$ cat src/rtl/cp0_reg_if.sv
// CP0 software access port: the MTC0 write committed at write-back and the
// MFC0 read issued from execute.
//
// Handshake: there is no valid/ready pair on this port. A write is an
// unconditional one-cycle strobe: when we_i is high at a rising edge,
// data_i is committed to register waddr_i. The read is a pure
// combinational lookup: data_o reflects raddr_i in the same cycle and is
// always accepted.
interface cp0_reg_if;
  logic        we_i;
  logic [4:0]  waddr_i;
  logic [31:0] data_i;
  logic [4:0]  raddr_i;
  logic [31:0] data_o;

  // Pipeline side: drives the write strobe and read address.
  modport master (
    output we_i, waddr_i, data_i, raddr_i,
    input  data_o
  );

  // CP0 side: accepts writes and answers reads.
  modport slave (
    input  we_i, waddr_i, data_i, raddr_i,
    output data_o
  );
endinterface

$ cat src/rtl/cp0_reg.sv
// Coprocessor-0 register file: Count/Compare timer, Status/Cause/EPC,
// read-only PRId/Config, and exception-context capture from the memory stage.
module cp0_reg #(
  parameter logic [31:0] PRID_VALUE   = 32'h00480102,
  parameter logic [31:0] CONFIG_VALUE = 32'h00008000
) (
  input  logic        clk,
  input  logic        rst,
  cp0_reg_if.slave    bus,
  input  logic [5:0]  int_i,
  input  logic [31:0] excepttype_i,
  input  logic [31:0] current_inst_addr_i,
  input  logic        is_in_delayslot_i,
  output logic [31:0] count_o,
  output logic [31:0] compare_o,
  output logic [31:0] status_o,
  output logic [31:0] cause_o,
  output logic [31:0] epc_o,
  output logic [31:0] config_o,
  output logic [31:0] prid_o,
  output logic        timer_int_o
);

  localparam logic [4:0] REG_COUNT   = 5'd9;
  localparam logic [4:0] REG_COMPARE = 5'd11;
  localparam logic [4:0] REG_STATUS  = 5'd12;
  localparam logic [4:0] REG_CAUSE   = 5'd13;
  localparam logic [4:0] REG_EPC     = 5'd14;
  localparam logic [4:0] REG_PRID    = 5'd15;
  localparam logic [4:0] REG_CONFIG  = 5'd16;

  localparam logic [31:0] STATUS_RESET = 32'h10000000;

  logic [31:0] count_q,   count_d;
  logic [31:0] compare_q, compare_d;
  logic [31:0] status_q,  status_d;
  logic [31:0] cause_q,   cause_d;
  logic [31:0] epc_q,     epc_d;
  logic        timer_q,   timer_d;

  logic        exc_valid;
  logic [4:0]  exc_code;

  // Decode the committed exception type into an ExcCode; ERET is handled apart.
  always_comb begin
    exc_valid = 1'b0;
    exc_code  = 5'd0;
    case (excepttype_i)
      32'h1: begin exc_valid = 1'b1; exc_code = 5'd0;  end
      32'h8: begin exc_valid = 1'b1; exc_code = 5'd8;  end
      32'ha: begin exc_valid = 1'b1; exc_code = 5'd10; end
      32'hc: begin exc_valid = 1'b1; exc_code = 5'd12; end
      32'hd: begin exc_valid = 1'b1; exc_code = 5'd13; end
      default: ;
    endcase
  end

  // Next-state: software write first, then exception commit overrides it.
  always_comb begin
    count_d   = count_q + 32'd1;
    compare_d = compare_q;
    status_d  = status_q;
    cause_d   = cause_q;
    epc_d     = epc_q;
    // Timer request is sticky until Compare is rewritten.
    timer_d   = timer_q | ((compare_q != 32'd0) && (count_q == compare_q));

    // Hardware interrupt lines are sampled into Cause.IP[7:2] every cycle.
    cause_d[15:10] = int_i;

    if (bus.we_i) begin
      case (bus.waddr_i)
        REG_COUNT:   count_d = bus.data_i;
        REG_COMPARE: begin
          compare_d = bus.data_i;
          timer_d   = 1'b0;
        end
        REG_STATUS:  status_d = bus.data_i;
        REG_CAUSE: begin
          cause_d[9:8]   = bus.data_i[9:8];
          cause_d[23:22] = bus.data_i[23:22];
        end
        REG_EPC:     epc_d = bus.data_i;
        default: ;
      endcase
    end

    if (exc_valid) begin
      // A nested exception (EXL already set) keeps the original return context.
      if (!status_q[1]) begin
        epc_d       = is_in_delayslot_i ? current_inst_addr_i - 32'd4
                                        : current_inst_addr_i;
        cause_d[31] = is_in_delayslot_i;
        status_d[1] = 1'b1;
      end
      cause_d[6:2] = exc_code;
    end else if (excepttype_i == 32'he) begin
      status_d[1] = 1'b0;
    end
  end

  // State registers, asynchronously cleared to architectural reset values.
  always_ff @(posedge clk or negedge rst) begin
    if (!rst) begin
      count_q   <= 32'd0;
      compare_q <= 32'd0;
      status_q  <= STATUS_RESET;
      cause_q   <= 32'd0;
      epc_q     <= 32'd0;
      timer_q   <= 1'b0;
    end else begin
      count_q   <= count_d;
      compare_q <= compare_d;
      status_q  <= status_d;
      cause_q   <= cause_d;
      epc_q     <= epc_d;
      timer_q   <= timer_d;
    end
  end

  // MFC0 read: stored values only, no bypass of a same-cycle write.
  always_comb begin
    bus.data_o = 32'd0;
    case (bus.raddr_i)
      REG_COUNT:   bus.data_o = count_q;
      REG_COMPARE: bus.data_o = compare_q;
      REG_STATUS:  bus.data_o = status_q;
      REG_CAUSE:   bus.data_o = cause_q;
      REG_EPC:     bus.data_o = epc_q;
      REG_PRID:    bus.data_o = PRID_VALUE;
      REG_CONFIG:  bus.data_o = CONFIG_VALUE;
      default:     bus.data_o = 32'd0;
    endcase
  end

  assign count_o     = count_q;
  assign compare_o   = compare_q;
  assign status_o    = status_q;
  assign cause_o     = cause_q;
  assign epc_o       = epc_q;
  assign config_o    = CONFIG_VALUE;
  assign prid_o      = PRID_VALUE;
  assign timer_int_o = timer_q;

endmodule

$ cat src/flat_wrapper.sv
// flat-port wrapper written by rule: the top's interface ports become plain ports
module cp0_reg_flat 
#(
  parameter logic [31:0] PRID_VALUE   = 32'h00480102,
  parameter logic [31:0] CONFIG_VALUE = 32'h00008000
)
  (clk, rst, int_i, excepttype_i, current_inst_addr_i, is_in_delayslot_i, count_o, compare_o, status_o, cause_o, epc_o, config_o, prid_o, timer_int_o, bus_we_i, bus_waddr_i, bus_data_i, bus_raddr_i, bus_data_o);
  cp0_reg_if bus_i ();
  input  logic clk;
  input  logic rst;
  input  logic [5:0] int_i;
  input  logic [31:0] excepttype_i;
  input  logic [31:0] current_inst_addr_i;
  input  logic is_in_delayslot_i;
  output logic [31:0] count_o;
  output logic [31:0] compare_o;
  output logic [31:0] status_o;
  output logic [31:0] cause_o;
  output logic [31:0] epc_o;
  output logic [31:0] config_o;
  output logic [31:0] prid_o;
  output logic timer_int_o;
  input wire logic [$bits(bus_i.we_i)-1:0] bus_we_i;
  input wire logic [$bits(bus_i.waddr_i)-1:0] bus_waddr_i;
  input wire logic [$bits(bus_i.data_i)-1:0] bus_data_i;
  input wire logic [$bits(bus_i.raddr_i)-1:0] bus_raddr_i;
  output wire logic [$bits(bus_i.data_o)-1:0] bus_data_o;
  assign bus_i.we_i = bus_we_i;
  assign bus_i.waddr_i = bus_waddr_i;
  assign bus_i.data_i = bus_data_i;
  assign bus_i.raddr_i = bus_raddr_i;
  assign bus_data_o = bus_i.data_o;
  cp0_reg #(.PRID_VALUE(PRID_VALUE), .CONFIG_VALUE(CONFIG_VALUE)) u_core (.clk(clk), .rst(rst), .bus(bus_i), .int_i(int_i), .excepttype_i(excepttype_i), .current_inst_addr_i(current_inst_addr_i), .is_in_delayslot_i(is_in_delayslot_i), .count_o(count_o), .compare_o(compare_o), .status_o(status_o), .cause_o(cause_o), .epc_o(epc_o), .config_o(config_o), .prid_o(prid_o), .timer_int_o(timer_int_o));
endmodule
$ cat config.mk
export PLATFORM = sky130hd
export DESIGN_NAME = cp0_reg_flat
export DESIGN_NICKNAME = d
export VERILOG_FILES = /design/src/rtl/cp0_reg_if.sv /design/src/rtl/cp0_reg.sv /design/src/flat_wrapper.sv
export SDC_FILE = /design/constraint.sdc
export NUM_CORES = 1
export LEC_CHECK = 0
export BUFFER_PORTS_ARGS = -buffer_cell sky130_fd_sc_hd__buf_2
export CAP_MARGIN = 20
export CORE_AREA = 5 5 143 145
export DETAILED_ROUTE_END_ITERATION = 10
export DIE_AREA = 0 0 148 150
export MAX_ROUTING_LAYER = met4
export PLACE_DENSITY = 0.9
export SLEW_MARGIN = 20
export SYNTH_ARGS = -nofsm -noshare
export SYNTH_HDL_FRONTEND = slang
export SYNTH_SLANG_ARGS = --single-unit
$ cat constraint.sdc
create_clock -name clk -period 3.78 [get_ports clk]
set_clock_uncertainty 0.1 [all_clocks]
set_input_delay 0.756 -clock clk [delete_from_list [all_inputs] [get_ports clk]]
set_output_delay 0.756 -clock clk [all_outputs]
set_load 0.01 [all_outputs]
### After elaboration in Yosys (flattened, before gate mapping)

Cells that the tools add are included.

* $add $sub $neg: 2
* eq/ne operators: 19
* multiplexer cells: 17
* bitwise gates (word level): 2
* reduce and logical (&&, ||, !) cells: 7

Operators by type and width (count)
* 32-bit two-way mux: 7
* 32-bit case mux with 7 select lines: 1
* 32-bit by 4-bit equality test with 1-bit output, second input constant: 5
* 5-bit by 4-bit equality test with 1-bit output, second input constant: 11
* 32-bit by 1-bit adder with 32-bit output, second input constant: 1
* 32-bit by 1-bit equality test with 1-bit output, second input constant: 1
* 32-bit equality test: 1
* 32-bit nonzero test: 1
* 32-bit by 3-bit subtractor with 32-bit output, second input constant: 1
* 4-bit case mux with 4 select lines: 1
* 2-bit AND reduction: 4
* 1-bit two-way mux: 6
* 5-bit equality test, second input constant: 1
* 5-bit OR reduction: 1
* 2-bit two-way mux: 2
* 1-bit logical AND: 1
* 1-bit inverter: 1
* 1-bit bitwise OR: 1

* register bits: 145
* output and inout port bits: 257

### Depth between registers and ports, before layout

Gate-level depths: netlist (run 1).

* depth in word-level cells: 5
* depth in mapped cells: 7
* gate-level depth less buffers: 6

### Worst setup path before layout (run 1)

OpenSTA, ideal clock, no wires.

* path kind: input -> output
* start point: in bus_raddr_i[4]
* end point: out bus_data_o[0]
* arrival: 2.246 ns
* setup slack: 0.678 ns
* stages on the path: 6
* cell sequence: or3b_2 > nor2b_1 > clkbuf_1 > buf_1 > a22oi_1 > nand2_1

* cells in the longest elaborated chain, start to end: 2
* elaborated cells on any way between the ends: 8
* those cells by class: 7 x eq/ne; 1 x mux

RTL lines
* from (decl): RTL line flat_wrapper.sv:26 `input wire logic [$bits(bus_i.raddr_i)-1:0] bus_raddr_i;`
* 5-bit equality test / 5-bit by 4-bit equality test with 1-bit output (equally long branches): RTL line cp0_reg.sv:124 `case (bus.raddr_i)`
* 32-bit case mux with 7 select lines (*): RTL line cp0_reg.sv:124
* to (decl): RTL line flat_wrapper.sv:27 `output wire logic [$bits(bus_i.data_o)-1:0] bus_data_o;`

Mark *: on every way between the ends. The rest lies on a longest branch, timed or not.

### Worst setup path after layout (run 1)

* start point: in bus_raddr_i[4]
* end point: out bus_data_o[1]

The elaborated chain is that of the path after synthesis.

==> summary.md, run 1 <==
| Metric | Value |
|---|---|
| Status | `completed` |
| Final Hold Fails | `0` |
| CP required | `2920 ps` |
| Worst slew pin tran | `875 ps` |
| Post-CTS Resized | `0` |
| Fmax | `0.301 GHz` |
| Worst R2R Start | `u_core.count_o[5]` |
| Area of the core | `19100 um^2` |
| Maximum clock path buffer count | `2` |
| PortBufs | `291` |
| Synthesis Warnings | `0` |
| DRC violation count after routing | `0` |
| VDD IR max | `between 0.2 and 0.3 mV` |
| Clock sink count | `144` |
| HP Class | `primary input to asynchronous set/reset pin` |
| Clk_lat worst skew | `430 ps` |
| Most common cell in the netlist | `dfrtp_1` |
| Number of synthesized register bits | `144` |
| Distinct cells, synth | `55` |
| Setup TNS | `0 ps` |
| Area delta synth->final | `24.3%` |
| Hold-fix buffers, CTS | `0` |
| CP cell instances | `buf_2 -> or3b_2 -> nor2b_2 -> buf_4 -> nand2_1 -> o21ai_0 -> a221o_1 -> buf_2` |
| Crit path launch | `bus_raddr_i[4]` |
| WP buf/inv | `3` |
| Synthesized area | `8710 um^2` |
| Routed vias/inst | `roughly 6` |
| Worst path max stage delay | `510 ps` |
| Fin Hold WS | `roughly 300 ps` |
| Reg2Reg Capture Point | `u_core.count_o[29]` |
| Std cell rows | `51` |
| Main area contributors after synthesis | `dfrtp_1 41%, mux2_2 12%, buf_4 7.1%, xnor2_1 6.0%, a22oi_1 4.1%` |
| Most common flop cell mapped by yosys | `dfrtp_1` |
| Largest net degree at the start of global routing | `between 80 and 90` |
| Layout fillers | `1650` |
| CP endpoint | `bus_data_o[1]` |
| Vias | `8401` |
| Clock Pin Slew Worst Setup and Hold Paths | `60 ps` |
| Area share of the largest cell type after synthesis | `roughly two fifths` |
| Worst relative slew slack | `41.6%` |
| Final Max Tran Viols | `0` |
| RSZ-0062 raised after global routing | `false` |
| CTS H-tree lvls | `4` |
| Max-cap violations | `0` |
| Top delay family on crit path | `simple AND/OR/NAND/NOR gates` |
| Mapped Cells | `about 890` |
| Flop2flop setup slack | `1580 ps` |
| Crit end category | `output port` |
| CP Max Fanout | `32` |
| Initial core utilization | `45.7%` |
| Seq/Total Area, Yosys | `41.4%` |
| Mean Syn Cell Area | `9.80 um^2` |
| DR pass1 iterations | `6` |
| Grt ovf | `0` |
| CP dominant cell by count | `buf_2` |
| Final setup viols | `0` |
| Initial antenna violation count | `1` |
| CP Launch Type | `primary input` |
| Slowest cell on crit path | `or3b_2` |
| Drt total wl | `33100 um` |
| Crit path depth | `8` |
| Min cycle time layout | `3330 ps` |
| Routed Antenna Nets | `0` |
| Tot GR Track Use | `30.0%` |
| CTS Buf Count | `17` |
| FF-to-FF path depth | `6` |
| Crit Path Category | `primary input to output port` |
| Pwr per Cell Area | `542 nW/um^2` |
| Layout cells sized above 1 | `between 30 and 40%` |
| Total leakage power | `5.17 nW` |
| Post-DP HPWL | `25500 um` |
| GP Congestion | `0.955` |
| Clock root buffer | `clkbuf_16` |
| Area of the die | `22200 um^2` |
| Iteration-0 DRC count of the detailed router | `1009` |
| Setup bufs post-CTS | `0` |
| Commonest cells post-synth | `143 x dfrtp_1, 91 x mux2_2, 86 x nand2_1` |
| Async SR Flop Fraction | `100%` |
| Ports | `373` |
| Final Core Density | `56.7%` |
| Final #Nets | `~1300` |
| Die Wd | `around 150 um` |
| Avg WL per Cell | `23.3 um` |
| Period utilization | `88.0%` |
| First-pass GRT wire length | `49400 um` |
| Number of synthesized flops with an enable pin | `0` |
| TritonCTS clock tree | `built` |
| Die Height | `150 um` |
| Arrival @ worst endpoint | `2470 ps` |
| Synth area leader | `dfrtp_1` |
| Vias in the first global route | `8127` |
[through the flow]
stage	area (um^2)	instances	setup slack, ps	power (mW)
global placement	10200	1389	515	4.01
CTS	10800	1419	491	5.83
floorplan	9010	968	678	3.23
detailed placement	10200	1389	492	4.06
global route	10800	1420	453	6.09
finish	10800	1420	454	5.86
[metal layers]
metal / vias up / part of all wire, % / track usage (%)
met5: - / 0 / -
met4: 0 / 3.5 / 10.3
met3: 97 / 10 / 7.09
met2: 588 / 45 / 44.5
met1: 4104 / 41 / 40.4
li1: 3612 / - / -
[cell families after synthesis]
group                    synth area share, %
multiplexers                            13.1
XOR/XNOR                                8.75
AO/OA/AOI/OAI                           11.5
AND/OR/NAND/NOR                         15.2
other                                 0.0862
flip-flops                              41.4
adder cells (fa/ha/maj)                0.287
buffers and inverters                   9.62
[final cells by class]
type	count	area [um^2]	area share, %
clock buffers	19	443	4.09
inverters	10	37.5	0.347
diodes	1	2.50	0.0231
repair buffers	314	1650	15.2
flip-flops and latches	144	3600	33.3
clock inverters	11	165	1.53
multi-input cells	683	4630	42.7
well taps	238	298	2.75
[state kept, by name (all words and copies together) (netlist names)]
signal,cells
u_core.cause_o,15
u_core.compare_o,32
u_core.count_o,32
u_core.epc_o,32
u_core.status_o,32
u_core.timer_int_o,1
[worst min-delay path by stage]
stage                                     end  slack (ps)                 from  cells after the start
after detailed placement  u_core.status_o[31]         420  u_core.status_o[31]                      1
final                     u_core.compare_o[0]         300                  rst                      1
after global placement     u_core.timer_int_o         400   u_core.timer_int_o                      2
after global routing       u_core.cause_o[12]         330             int_i[2]                      1
after floorplan            u_core.cause_o[10]         360                  rst                      0
after CTS                  u_core.cause_o[12]         330             int_i[2]                      1
[power by group]
part / internal, mW / switching (mW)
clock network: 1.11 / 0.656
registers: 1.88 / 0.651
logic: 0.732 / 0.836
[placed cells by master, fill, tap and decap left out, types with 4 or more instances in the layout]
cell type	Yosys	layout
a21oi_1	27	27
a222oi_1	9	9
a22oi_1	48	48
and3_1	4	4
buf_2	1	290
buf_4	82	22
bufinv_16	0	4
clkbuf_16	0	17
clkinv_2	0	4
conb_1	2	81
dfrtp_1	143	143
inv_1	10	10
mux2_2	91	91
mux2i_1	12	12
nand2_1	86	86
nand3_1	15	15
nand4_1	31	31
nor2_1	34	33
nor3_1	13	11
nor3b_1	6	4
nor4_1	28	26
o21ai_0	53	53
or3_1	4	4
or4_1	4	4
xnor2_1	60	60
xor2_1	27	27
(Power assumes the default switching activity.)
==> run 2: changes to the inputs <==
Clock period 3.78 ns to 4.3 ns, I/O delays scaled along.
==> run 2 against run 1 <==
Effect of this change: worst setup slack better by 360 ps; clock power fell by 3%; cell count decreased by 0.28%; critical endpoint unchanged; critical path depth is the same; hold slack improved by 120 ps; sequential power down 13%.
==> summary.md, run 2 (same netlist as run 1, synthesis figures left out) <==
| Metric | Value |
|---|---|
| Setup TNS | `0 ps` |
| Vias | `between 8000 and 9000` |
| Layout cells sized above 1 | `38.4%` |
| Routed Antenna Nets | `0` |
| Routed vias/inst | `5.89` |
| Status | `completed` |
| Final Core Density | `56.8%` |
| Die Height | `150 um` |
| Worst slew pin tran | `~1200 ps` |
| Worst relative slew slack | `between 20% and 30%` |
| Initial core utilization | `45.7%` |
| Iteration-0 DRC count of the detailed router | `1095` |
| PortBufs | `~290` |
| Avg WL per Cell | `approximately 23 um` |
| Clock Pin Slew Worst Setup and Hold Paths | `60 ps` |
| Final #Nets | `1283` |
| Initial antenna violation count | `0` |
| Period utilization | `around four fifths` |
| Vias in the first global route | `7934` |
| Ports | `373` |
| CP Max Fanout | `32` |
| Final Hold Fails | `0` |
| Largest net degree at the start of global routing | `101` |
| Crit path launch | `bus_raddr_i[4]` |
| GP Congestion | `0.952` |
| Register area | `around 3600 um^2` |
| Most frequent cells in the layout | `290 x buf_2, 143 x dfrtp_1, 91 x mux2_2` |
| Post-DP HPWL | `about 25000 um` |
| Maximum clock path buffer count | `2` |
| Min cycle time layout | `3480 ps` |
| Worst path max stage delay | `510 ps` |
| DR pass1 iterations | `9` |
| CP endpoint | `bus_data_o[1]` |
| Slowest cell on crit path | `or3b_2` |
| Clock root buffer | `clkbuf_16` |
| Std cell rows | `51` |
| FF-to-FF path depth | `6` |
| VDD IR max | `between 0.2 and 0.3 mV` |
| CP required | `3340 ps` |
| CP dominant cell by count | `buf_2` |
| CTS H-tree lvls | `4` |
| Setup bufs post-CTS | `0` |
| Clk_lat worst skew | `between 400 and 500 ps` |
| Final Max Tran Viols | `0` |
| Area of the die | `22200 um^2` |
| Area of the core | `19100 um^2` |
| Top layer in use | `met4` |
| CP cell instances | `buf_2 -> or3b_2 -> nor2b_2 -> buf_4 -> nand2_1 -> o21ai_0 -> a221o_1 -> buf_2` |
| Tot GR Track Use | `29.6%` |
| Pwr per Cell Area | `489 nW/um^2` |
| Die Wd | `about 150 um` |
| First-pass GRT wire length | `48500 um` |
| HP Class | `register to register` |
| Area delta synth->final | `24.4%` |
| Worst R2R Start | `u_core.count_o[0]` |
| Grt ovf | `0` |
| Reg2Reg Capture Point | `u_core.count_o[30]` |
| Overall power | `5.30 mW` |
| Total leakage power | `5.16 nW` |
| Met3 wire length | `2830 um` |
| Most common cell after layout, fill and taps aside | `buf_2` |
| RSZ-0062 raised after global routing | `false` |
| Max-cap violations | `0` |
| Final setup viols | `0` |
| DRC violation count after routing | `0` |
| Layout fillers | `1623` |
| Multi-input combinational cell area | `4630 um^2` |
| # diodes | `0` |
| TritonCTS clock tree | `built` |
| Routed met2 length | `15300 um` |
| Crit Path Category | `primary input to output port` |
| Post-CTS Resized | `0` |
| Routed length on met1 | `about 14000 um` |
| Fmax | `0.287 GHz` |
| Clock sink count | `between 100 and 150` |
| CP Launch Type | `primary input` |
| CTS Buf Count | `17` |
| Arrival @ worst endpoint | `approximately 2500 ps` |
| Drt total wl | `33100 um` |
| Flop2flop setup slack | `1590 ps` |
| Hold-fix buffers, CTS | `0` |
| Crit end category | `output port` |
-- run 2: cell count changes in the layout (fill, tap and decap cells not counted) --
cell	previous run	this run
clkinv_2	4	2
bufinv_16	4	6
diode_2	1	0
buf_12	1	0
clkbuf_1	1	0
clkinvlp_4	1	4
buf_4	22	18
-- run 2: critical path: cells and delay by family --
kind	cells	cell delay, ps
buf+inv	3	600
compound gates	2	330
simple gates	3	710
-- run 2: worst min path at each step --
stage | slack [ps] | to | start | cells past startpoint
global route | 420 | u_core.cause_o[10] | int_i[0] | 1
global placement | 400 | u_core.timer_int_o | u_core.timer_int_o | 2
detailed placement | 420 | u_core.timer_int_o | u_core.timer_int_o | 2
CTS | 420 | u_core.cause_o[12] | int_i[2] | 1
floorplan | 440 | u_core.timer_int_o | u_core.timer_int_o | 2
finish | 420 | u_core.timer_int_o | u_core.timer_int_o | 2
-- run 2: through the flow --
stage,area [um^2],instances,setup WS [ps],hold WS [ps]
global route,10800,1416,732,420
CTS,10800,1416,828,423
global placement,10200,1384,837,403
detailed placement,10200,1384,841,416
floorplan,9010,968,990,444
finish,10800,1416,817,421
-- run 2: routing by layer --
metal  up-vias  global-route usage (%)
met4         0                    9.61
met2       526                    44.3
met3        92                    6.90
li1       3601                       -
met5         -                       -
met1      4116                    40.0
-- run 2: power by group --
group / switching (mW) / internal [mW]
logic: 0.735 / 0.641
registers: 0.560 / 1.65
clock network: 0.610 / 1.10
-- run 2: layout make-up --
| class | count | area share (%) |
|---|---|---|
| repair buffers | 309 | 14.7 |
| well taps | 238 | 2.75 |
| clock inverters | 14 | 2.19 |
| multi-input cells | 683 | 42.7 |
| clock buffers | 18 | 4.05 |
| inverters | 10 | 0.346 |
| flip-flops and latches | 144 | 33.2 |
